### config.mk
export PLATFORM = sky130hd
export DESIGN_NAME = display_scan_mux_flat
export DESIGN_NICKNAME = d
export VERILOG_FILES = /design/src/rtl/display_scan_mux_pkg.sv /design/src/rtl/display_scan_mux_if.sv /design/src/rtl/display_scan_mux_prescaler.sv /design/src/rtl/display_scan_mux.sv /design/src/flat_wrapper.sv
export SDC_FILE = /design/constraint.sdc
export NUM_CORES = 1
export LEC_CHECK = 0
export CAP_MARGIN = 20
export CELL_PAD_IN_SITES_DETAIL_PLACEMENT = 1
export CELL_PAD_IN_SITES_GLOBAL_PLACEMENT = 1
export CORE_UTILIZATION = 37
export CTS_CLUSTER_DIAMETER = 200
export DETAILED_ROUTE_END_ITERATION = 6
export PLACE_DENSITY = 0.79
export REMOVE_ABC_BUFFERS = 1
export SKIP_CTS_REPAIR_TIMING = 1
export SLEW_MARGIN = 10
export SYNTH_ARGS = -nofsm -noshare
export SYNTH_HDL_FRONTEND = slang
export SYNTH_SLANG_ARGS = --single-unit
### constraint.sdc
create_clock -name refresh_clock -period 3.3 [get_ports refresh_clock]
set_clock_uncertainty 0.2 [all_clocks]
set_input_delay 0.66 -clock refresh_clock [delete_from_list [all_inputs] [get_ports refresh_clock]]
set_output_delay 0.66 -clock refresh_clock [all_outputs]
set_load 0.01 [all_outputs]
### src/rtl/display_scan_mux_pkg.sv
// display_pkg: shared definitions for the seven-segment scan multiplexer.
// Provides:
//   nibble_t : 4-bit digit value
//   AN_OFF   : all anodes released (active-low); slice to the bank width
//   DP_OFF   : decimal point dark (active-low)
//   clog2()  : ceiling log2 with a floor of 1, for counter and index widths
package display_pkg;

  typedef logic [3:0] nibble_t;

  localparam logic [15:0] AN_OFF = 16'hFFFF;
  localparam logic        DP_OFF = 1'b1;

  // Width helper: a counter of 'value' states needs at least one bit, even
  // when value is 1.
  function automatic int clog2(input int value);
    int r;
    r = 0;
    for (int i = 0; i < 31; i++) begin
      if ((32'd1 << i) < value) r = i + 1;
    end
    return (r < 1) ? 1 : r;
  endfunction

endpackage

### src/rtl/display_scan_mux_if.sv
// display_scan_mux_if: bundle between game logic (master) and the scan
// multiplexer (slave).
//   digits_in   : 4*N_DIGITS nibbles, digit 0 in bits [3:0] (rightmost)
//   digit_en    : 1 = digit may light
//   blink_mask  : 1 = digit blinks
//   dp_in       : 1 = decimal point lit
//   AN          : anode enables, active-low, at most one low
//   dig_out     : nibble of the lit digit
//   dp_out      : decimal point, active-low
//   frame_start : one-cycle pulse when a new input snapshot is taken
interface display_scan_mux_if
  import display_pkg::*;
#(
  parameter int N_DIGITS = 8
);
  logic [4*N_DIGITS-1:0] digits_in;
  logic [N_DIGITS-1:0]   digit_en;
  logic [N_DIGITS-1:0]   blink_mask;
  logic [N_DIGITS-1:0]   dp_in;
  logic [N_DIGITS-1:0]   AN;
  nibble_t               dig_out;
  logic                  dp_out;
  logic                  frame_start;

  modport master (
    output digits_in, digit_en, blink_mask, dp_in,
    input  AN, dig_out, dp_out, frame_start
  );

  modport slave (
    input  digits_in, digit_en, blink_mask, dp_in,
    output AN, dig_out, dp_out, frame_start
  );
endinterface

### src/rtl/display_scan_mux_prescaler.sv
// scan_prescaler: divides refresh_clock into slot ticks.
//   refresh_clock : clock
//   reset         : synchronous, active-high
//   tick          : high for one cycle every PRESCALE cycles
// Kept generic so LED-matrix scanners can reuse it.
module scan_prescaler
  import display_pkg::*;
#(
  parameter int PRESCALE = 1
) (
  input  logic refresh_clock,
  input  logic reset,
  output logic tick
);
  localparam int W = clog2(PRESCALE);

  logic [W-1:0] pre_cnt_q;
  logic [W-1:0] pre_cnt_d;

  assign tick      = (pre_cnt_q == W'(PRESCALE - 1));
  assign pre_cnt_d = tick ? '0 : pre_cnt_q + 1'b1;

  always_ff @(posedge refresh_clock) begin
    if (reset) pre_cnt_q <= '0;
    else       pre_cnt_q <= pre_cnt_d;
  end
endmodule

### src/rtl/display_scan_mux.sv
// display_scan_mux: time-multiplexed driver for common-anode 7-seg banks.
//   refresh_clock : clock, all logic on the rising edge
//   reset         : synchronous, active-high
//   bus           : display_scan_mux_if.slave (digit inputs in, AN/dig/dp out)
// Inputs are latched into shadow registers only on the frame wrap, so a frame
// is always drawn from one coherent snapshot. Outputs are registered.
// Optional build macro LEADING_ZERO_BLANK_EN: darkens the run of zero digits
// from the most significant end (stopping at a nonzero digit or a lit dp);
// digit 0 always stays visible.
module display_scan_mux
  import display_pkg::*;
#(
  parameter int N_DIGITS     = 8,
  parameter int PRESCALE     = 1,
  parameter int BLINK_FRAMES = 32
) (
  input  logic               refresh_clock,
  input  logic               reset,
  display_scan_mux_if.slave  bus
);
  localparam int IDX_W = clog2(N_DIGITS);
  localparam int FC_W  = clog2(BLINK_FRAMES);

  logic               tick;
  logic               wrap;
  logic [IDX_W-1:0]   idx_q;
  logic [FC_W-1:0]    frame_cnt_q;
  logic               blink_phase_q;

  nibble_t            shadow_dig_q [N_DIGITS];
  logic [N_DIGITS-1:0] shadow_en_q;
  logic [N_DIGITS-1:0] shadow_blink_q;
  logic [N_DIGITS-1:0] shadow_dp_q;

  logic [N_DIGITS-1:0] lz_blank;
  logic                vis;

  logic [N_DIGITS-1:0] an_q, an_d;
  nibble_t             dig_q, dig_d;
  logic                dp_q, dp_d;
  logic                frame_start_q;

  scan_prescaler #(.PRESCALE(PRESCALE)) u_prescaler (
    .refresh_clock (refresh_clock),
    .reset         (reset),
    .tick          (tick)
  );

  assign wrap = tick && (idx_q == IDX_W'(N_DIGITS - 1));

`ifdef LEADING_ZERO_BLANK_EN
  logic lz_run;
  // Walk down from the most significant digit while the run of blank zeros
  // continues; a lit dp counts as content and ends the run.
  always_comb begin
    lz_blank = '0;
    lz_run   = 1'b1;
    for (int k = N_DIGITS - 1; k >= 1; k--) begin
      if (lz_run && (shadow_dig_q[k] == 4'h0) && !shadow_dp_q[k]) lz_blank[k] = 1'b1;
      else lz_run = 1'b0;
    end
  end
`else
  assign lz_blank = '0;
`endif

  always_comb begin
    vis   = shadow_en_q[idx_q] & ~(blink_phase_q & shadow_blink_q[idx_q]) & ~lz_blank[idx_q];
    an_d  = AN_OFF[N_DIGITS-1:0];
    dig_d = 4'h0;
    dp_d  = DP_OFF;
    if (vis) begin
      an_d  = ~(N_DIGITS'(1) << idx_q);
      dig_d = shadow_dig_q[idx_q];
      dp_d  = ~shadow_dp_q[idx_q];
    end
  end

  always_ff @(posedge refresh_clock) begin
    if (reset) begin
      idx_q          <= '0;
      frame_cnt_q    <= '0;
      blink_phase_q  <= 1'b0;
      shadow_en_q    <= '0;
      shadow_blink_q <= '0;
      shadow_dp_q    <= '0;
      for (int k = 0; k < N_DIGITS; k++) shadow_dig_q[k] <= 4'h0;
      an_q           <= AN_OFF[N_DIGITS-1:0];
      dig_q          <= 4'h0;
      dp_q           <= DP_OFF;
      frame_start_q  <= 1'b0;
    end else begin
      if (tick) idx_q <= wrap ? '0 : idx_q + 1'b1;
      if (wrap) begin
        shadow_en_q    <= bus.digit_en;
        shadow_blink_q <= bus.blink_mask;
        shadow_dp_q    <= bus.dp_in;
        for (int k = 0; k < N_DIGITS; k++) shadow_dig_q[k] <= bus.digits_in[4*k +: 4];
        if (frame_cnt_q == FC_W'(BLINK_FRAMES - 1)) begin
          frame_cnt_q   <= '0;
          blink_phase_q <= ~blink_phase_q;
        end else begin
          frame_cnt_q <= frame_cnt_q + 1'b1;
        end
      end
      an_q          <= an_d;
      dig_q         <= dig_d;
      dp_q          <= dp_d;
      frame_start_q <= wrap;
    end
  end

  assign bus.AN          = an_q;
  assign bus.dig_out     = dig_q;
  assign bus.dp_out      = dp_q;
  assign bus.frame_start = frame_start_q;
endmodule

### src/flat_wrapper.sv
// flat-port wrapper written by rule: the top's interface ports become plain ports
module display_scan_mux_flat import display_pkg::*;
#(
  parameter int N_DIGITS     = 8,
  parameter int PRESCALE     = 1,
  parameter int BLINK_FRAMES = 32
)
  (refresh_clock, reset, bus_digits_in, bus_digit_en, bus_blink_mask, bus_dp_in, bus_AN, bus_dig_out, bus_dp_out, bus_frame_start);
  display_scan_mux_if #(.N_DIGITS(N_DIGITS)) bus_i ();
  input  logic refresh_clock;
  input  logic reset;
  input wire logic [$bits(bus_i.digits_in)-1:0] bus_digits_in;
  input wire logic [$bits(bus_i.digit_en)-1:0] bus_digit_en;
  input wire logic [$bits(bus_i.blink_mask)-1:0] bus_blink_mask;
  input wire logic [$bits(bus_i.dp_in)-1:0] bus_dp_in;
  output wire logic [$bits(bus_i.AN)-1:0] bus_AN;
  output wire logic [$bits(bus_i.dig_out)-1:0] bus_dig_out;
  output wire logic [$bits(bus_i.dp_out)-1:0] bus_dp_out;
  output wire logic [$bits(bus_i.frame_start)-1:0] bus_frame_start;
  assign bus_i.digits_in = bus_digits_in;
  assign bus_i.digit_en = bus_digit_en;
  assign bus_i.blink_mask = bus_blink_mask;
  assign bus_i.dp_in = bus_dp_in;
  assign bus_AN = bus_i.AN;
  assign bus_dig_out = bus_i.dig_out;
  assign bus_dp_out = bus_i.dp_out;
  assign bus_frame_start = bus_i.frame_start;
  display_scan_mux #(.N_DIGITS(N_DIGITS), .PRESCALE(PRESCALE), .BLINK_FRAMES(BLINK_FRAMES)) u_core (.refresh_clock(refresh_clock), .reset(reset), .bus(bus_i));
endmodule
Word-level counts from Yosys, hierarchy flattened
Memories as Yosys holds them, arrays and structs flattened. A register that Yosys moved wholly into a read port is not among the register bits. Index checks and enable logic that the tools add are counted.

Add/sub/neg operators: 3. $lt $le $gt $ge: 1. Eq/ne operators: 2. Shifts and indexed selects: 1. Multiplexer cells: 24. Bitwise logic cells: 18. Reduce and logical (&&, ||, !) cells: 4.

Operators with widths (number): 4-bit 2-to-1 mux (8); 1-bit binary-select mux with 3-bit select (3); 1-bit 2-to-1 mux (9); 3-bit 2-to-1 mux (3); 8-bit NOT (1); 1-bit OR (8); 1-bit by 3-bit << shifter with 8-bit output, first input constant (1); 1-bit NOT (6); 5-bit by 1-bit adder with 5-bit output, second input constant (1); 5-bit equality test, second input constant (1); 5-bit 2-to-1 mux (1); 3-bit by 4-bit less-than comparator with 1-bit output, second input constant (1); 2-bit OR reduction (2); 3-bit by 1-bit adder with 3-bit output, second input constant (1); 1-bit AND (3); 3-bit equality test, second input constant (1); 2-bit AND reduction (1); 1-bit adder, second input constant (1); 1-bit logical AND (1).

Flip-flop bits (word level): 44. Bits in writable memories: 32. ROM bits: 8. Output and inout port bits: 14. Logic and storage cells: 65. Memories kept: 2.

Memory list: u_core.shadow_dig_q (words 8, bits a word 4, read ports 1, clocked after memory_dff 1, write ports 8, RTL line display_scan_mux.sv:30) `nibble_t shadow_dig_q [N_DIGITS];`; (no name shown) (words 8, bits a word 1, read ports 1, clocked after memory_dff 1, write ports 0, RTL line display_scan_mux.sv:68) `vis = shadow_en_q[idx_q] & ~(blink_phase_q & shadow_blink_q[idx_q]) & ~lz_blank[idx_q];`.

Logic depth before layout (Yosys ltp)
Depth after elaboration: 8. Mapped depth: 8. Depth with buffers taken out: 6.

Cells and area by module
Synthesis repeated with hierarchy kept, for this count alone.

Cells, all modules: 298. Area, all modules: 3323.2 um^2.

Modules (own cells, without submodules): display_scan_mux (instances 1, cells an instance 295, area each 3295.7 um^2, sequential area each 1901.8 um^2); scan_prescaler (instances 1, cells an instance 3, area each 27.5 um^2, sequential area each 20.0 um^2).

Worst setup path after synthesis
Ideal clock, no wire load.

Kind: register -> register. Start: register u_core.idx_q[1]. End: memory u_core.shadow_dig_q[0][0] (netlist bit) (enable). Setup time: 397 ps. Arrival: 1803 ps. Slack: 901 ps. Stages on the path, launching flop included: 6. Buffers on the path: 1. Cell sequence: dfxtp_1 > ha_1 > ha_1 > nand2b_1 > clkbuf_1 > nand2b_1.

RTL lines: start: declaration (RTL line display_scan_mux.sv:26) `logic [IDX_W-1:0] idx_q;`; start signal: assignment (RTL line display_scan_mux.sv:93) `if (tick) idx_q <= wrap ? '0 : idx_q + 1'b1;`; end: declaration (RTL line display_scan_mux.sv:30).

Final worst setup path
Start: input reset. End: register u_core.dig_q[1] (netlist: u_core.bus.dig_out[1]), read port of u_core.shadow_dig_q.

Cells in the longest elaborated chain, start to end: 1.

RTL lines: start: declaration (RTL line flat_wrapper.sv:11) `input logic reset;`; 2-bit OR reduction (no source line); end: declaration (RTL line display_scan_mux.sv:39) `nibble_t dig_q, dig_d;`.

Every way passes these cells. A chain may end at the register's enable or synchronous reset.

==> impl_results.md <==
- Status: finished clean
- Area contributors post-synth: dfxtp_1 29%, edfxtp_1 29%, nand2_1 7.6%
- Initial antenna violation count: 0
- TritonCTS clock tree: yes
- Fin. max-slew vios: 0
- CTS Buf Count: 9
- Global route total overflow: 0
- Final Hold Viols: 0
- DRT iter0 DRCs: 46
- Post-synth top area share: 29.02%
- H-tree depth: 3
- Clock latency on the worst-skew pair: 0.35 ns
- Initial Util: 38.15%
- Worst R2R Setup Slack: 0.99 ns
- Layout cells sized above 1: 10.13%
- Root Buffer: clkbuf_8
- Worst vdd ir: 0.0002065 V
- Vias: 2359
- Most common cell after layout, fill and taps aside: clkdlybuf4s50_1
- Area leader, netlist: dfxtp_1
- Footprint of the multi-input gates: 1271 um2
- Fillers: 957
- Crit Path Class: in2reg
- Routed wire length: 7389 um
- Area growth, synth to finish: 30.23%
- Pwr Density: 423.8 nW/um2
- Synthesis-stage register bit count: 80
- CP max FO: 27
- Number of I/O port buffers: 71
- Net count reported at finish: 436
- Post-route ant nets: 0
- Die Ht: 96.59 um
- CP max-delay cell: clkdlybuf4s50_1
- Highest clock rate: 406.1 MHz
- Row count: 34
- First drt pass iteration count: 4
- Cell Area, Synth: 3311 um2
- DP Wirelength: 5340 um
- IO Pins: 72
- Clock buffer depth: 2
- Sequential cell area fraction in the yosys report: 58.05%
- RSZ-0062 raised after global routing: false
- Global placement routability congestion: 0.7128
- Die area: 9330 um2
- Least-Margin Pin Slew: 0.7739 ns
- Crit. End Element: flop
- Rel. slew slack: 48.22%
- First-pass GRT wire length: 11780 um
- Gr usage total: 17.59%
- CP Launch Type: input pin
- Post-detailed-route wirelength per cell: 15.30 um
- Hold WC Path Type: reg2reg
- Critical Path, Cell by Cell: clkdlybuf4s50_1 > buf_4 > nor2b_1 > o221ai_1 > o22ai_2 > a21boi_0
- Pwr Total: 1.827 mW
- Unique masters post-synth: 32
- Worst-path clk slew: 0.08 ns
- Die width: 96.59 um
- Sequential standard cell area: 1922 um2
- Post-Syn Area per Cell: 11.18 um2
- Final TNS setup: 0 ns
- N_diodes: 0
- Yosys warns: 0
- Pleak: 1.515 nW
- Largest net degree at the start of global routing: 28
- Most frequent cells in the layout: 71 x clkdlybuf4s50_1, 67 x nand2_1, 48 x dfxtp_1
- Routed vias/inst: 4.884
- Vias in the first global route: 2404
- # Max-Cap Violations: 0
- Fin crit period: 2.462 ns
- Clk sink count: 80
- Final period utilization: 74.62%
- Core Footprint: 8678 um2
- Required @ worst endpoint: 3.37 ns
- Post-Syn Instances: 296
- Worst path max stage delay: 0.57 ns
- Final setup fails: 0
- DRC: 0
- Crit path DAT: 2.53 ns
## per-layer routing
metal  share of wire (%)  routed length [um]  vias up  global-route usage, %
li1                    -                   -     1158                      -
met2                  53                3911       44                  32.28
met4                 1.5                 109        0                  6.250
met5                   0                   0        -                      0
met3                 3.5                 256        8                  4.773
met1                  42                3111     1149                  19.37
## cell usage after synthesis (all sizes together)
library cell  number
nand2             67
dfxtp             48
edfxtp            32
a21oi             30
and2              24
buf               14
mux4              12
nor2b             10
nor2               9
ha                 8
nand3              6
inv                5
mux2i              5
a21boi             4
clkbuf             4
nand2b             3
nor3               2
o21ai              2
o221ai             2
xor2               2
a31oi              1
and3               1
conb               1
nand3b             1
nand4              1
nor4b              1
o22ai              1
## worst max-delay path, delay by kind of cell
| family | cells | cell delay, ns |
|---|---|---|
| buffers and inverters | 2 | 0.88 |
| AO/OA/AOI/OAI | 3 | 0.84 |
| AND/OR/NAND/NOR | 1 | 0.14 |
## worst paths after layout
path	startpoint	end	cells past startpoint
worst min-delay path	u_core.shadow_blink_q[2]$_SDFFE_PP0P_	u_core.shadow_blink_q[2]$_SDFFE_PP0P_	2
worst min register to register	u_core.shadow_blink_q[2]$_SDFFE_PP0P_	u_core.shadow_blink_q[2]$_SDFFE_PP0P_	2
worst max register to register	u_core.idx_q[1]$_SDFFE_PP0N_	u_core.shadow_dig_q[1][1]$_SDFFCE_PN0P_	6
worst max-delay path	reset	u_core.bus.dig_out[1]$_SDFF_PP0_	6
## where the power goes
part           switching, mW  internal (mW)
logic                 0.0605         0.0945
clock network          0.351          0.268
registers            0.00737           1.05
## kinds of logic after synthesis
logic type | synth area share [%]
buffers and inverters | 3.628
AOI/OAI and AO/OA | 7.181
DFF | 58.05
other | 0.1133
xor gates and xnor gates | 0.5292
muxes | 9.789
adders and majority gates | 3.024
and+or+nand+nor | 17.69
## per-stage QoR
step / cells / hold WS, ns / util (%) / setup WS, ns / area [um2]
floorplan: 278 / 0.2255 / - / 0.08323 / 3209
global placement: 466 / 0.2407 / 47.68 / 0.4953 / 4138
detailed placement: 467 / 0.2476 / 47.81 / 0.4691 / 4149
CTS: 483 / 0.2579 / 49.68 / 0.8481 / 4312
global route: 483 / 0.2796 / 49.68 / 0.7175 / 4312
finish: 483 / 0.2547 / 49.68 / 0.8377 / 4312
## flip-flops by register name, summed over array words and instances, names as in the netlist
| signal | flops |
|---|---|
| u_core.bus.AN | 8 |
| u_core.idx_q | 3 |
| u_core.u_prescaler.pre_cnt_q | 1 |
| u_core.bus.dig_out | 4 |
| u_core.shadow_dig_q | 32 |
| u_core.frame_cnt_q | 5 |
| u_core.shadow_en_q | 8 |
| u_core.blink_phase_q | 1 |
| u_core.bus.dp_out | 1 |
| u_core.shadow_dp_q | 8 |
| u_core.bus.frame_start | 1 |
| u_core.shadow_blink_q | 8 |
## area by class of cell
cell class	instances	share of cell area, %
sequential	80	44.57
clock buffer	10	2.960
tap	108	3.134
clock inverter	6	0.8125
inverter	5	0.4353
timing repair buffer	81	18.60
multi-input combinational	193	29.48
Power figures use the tool's default switching activity.
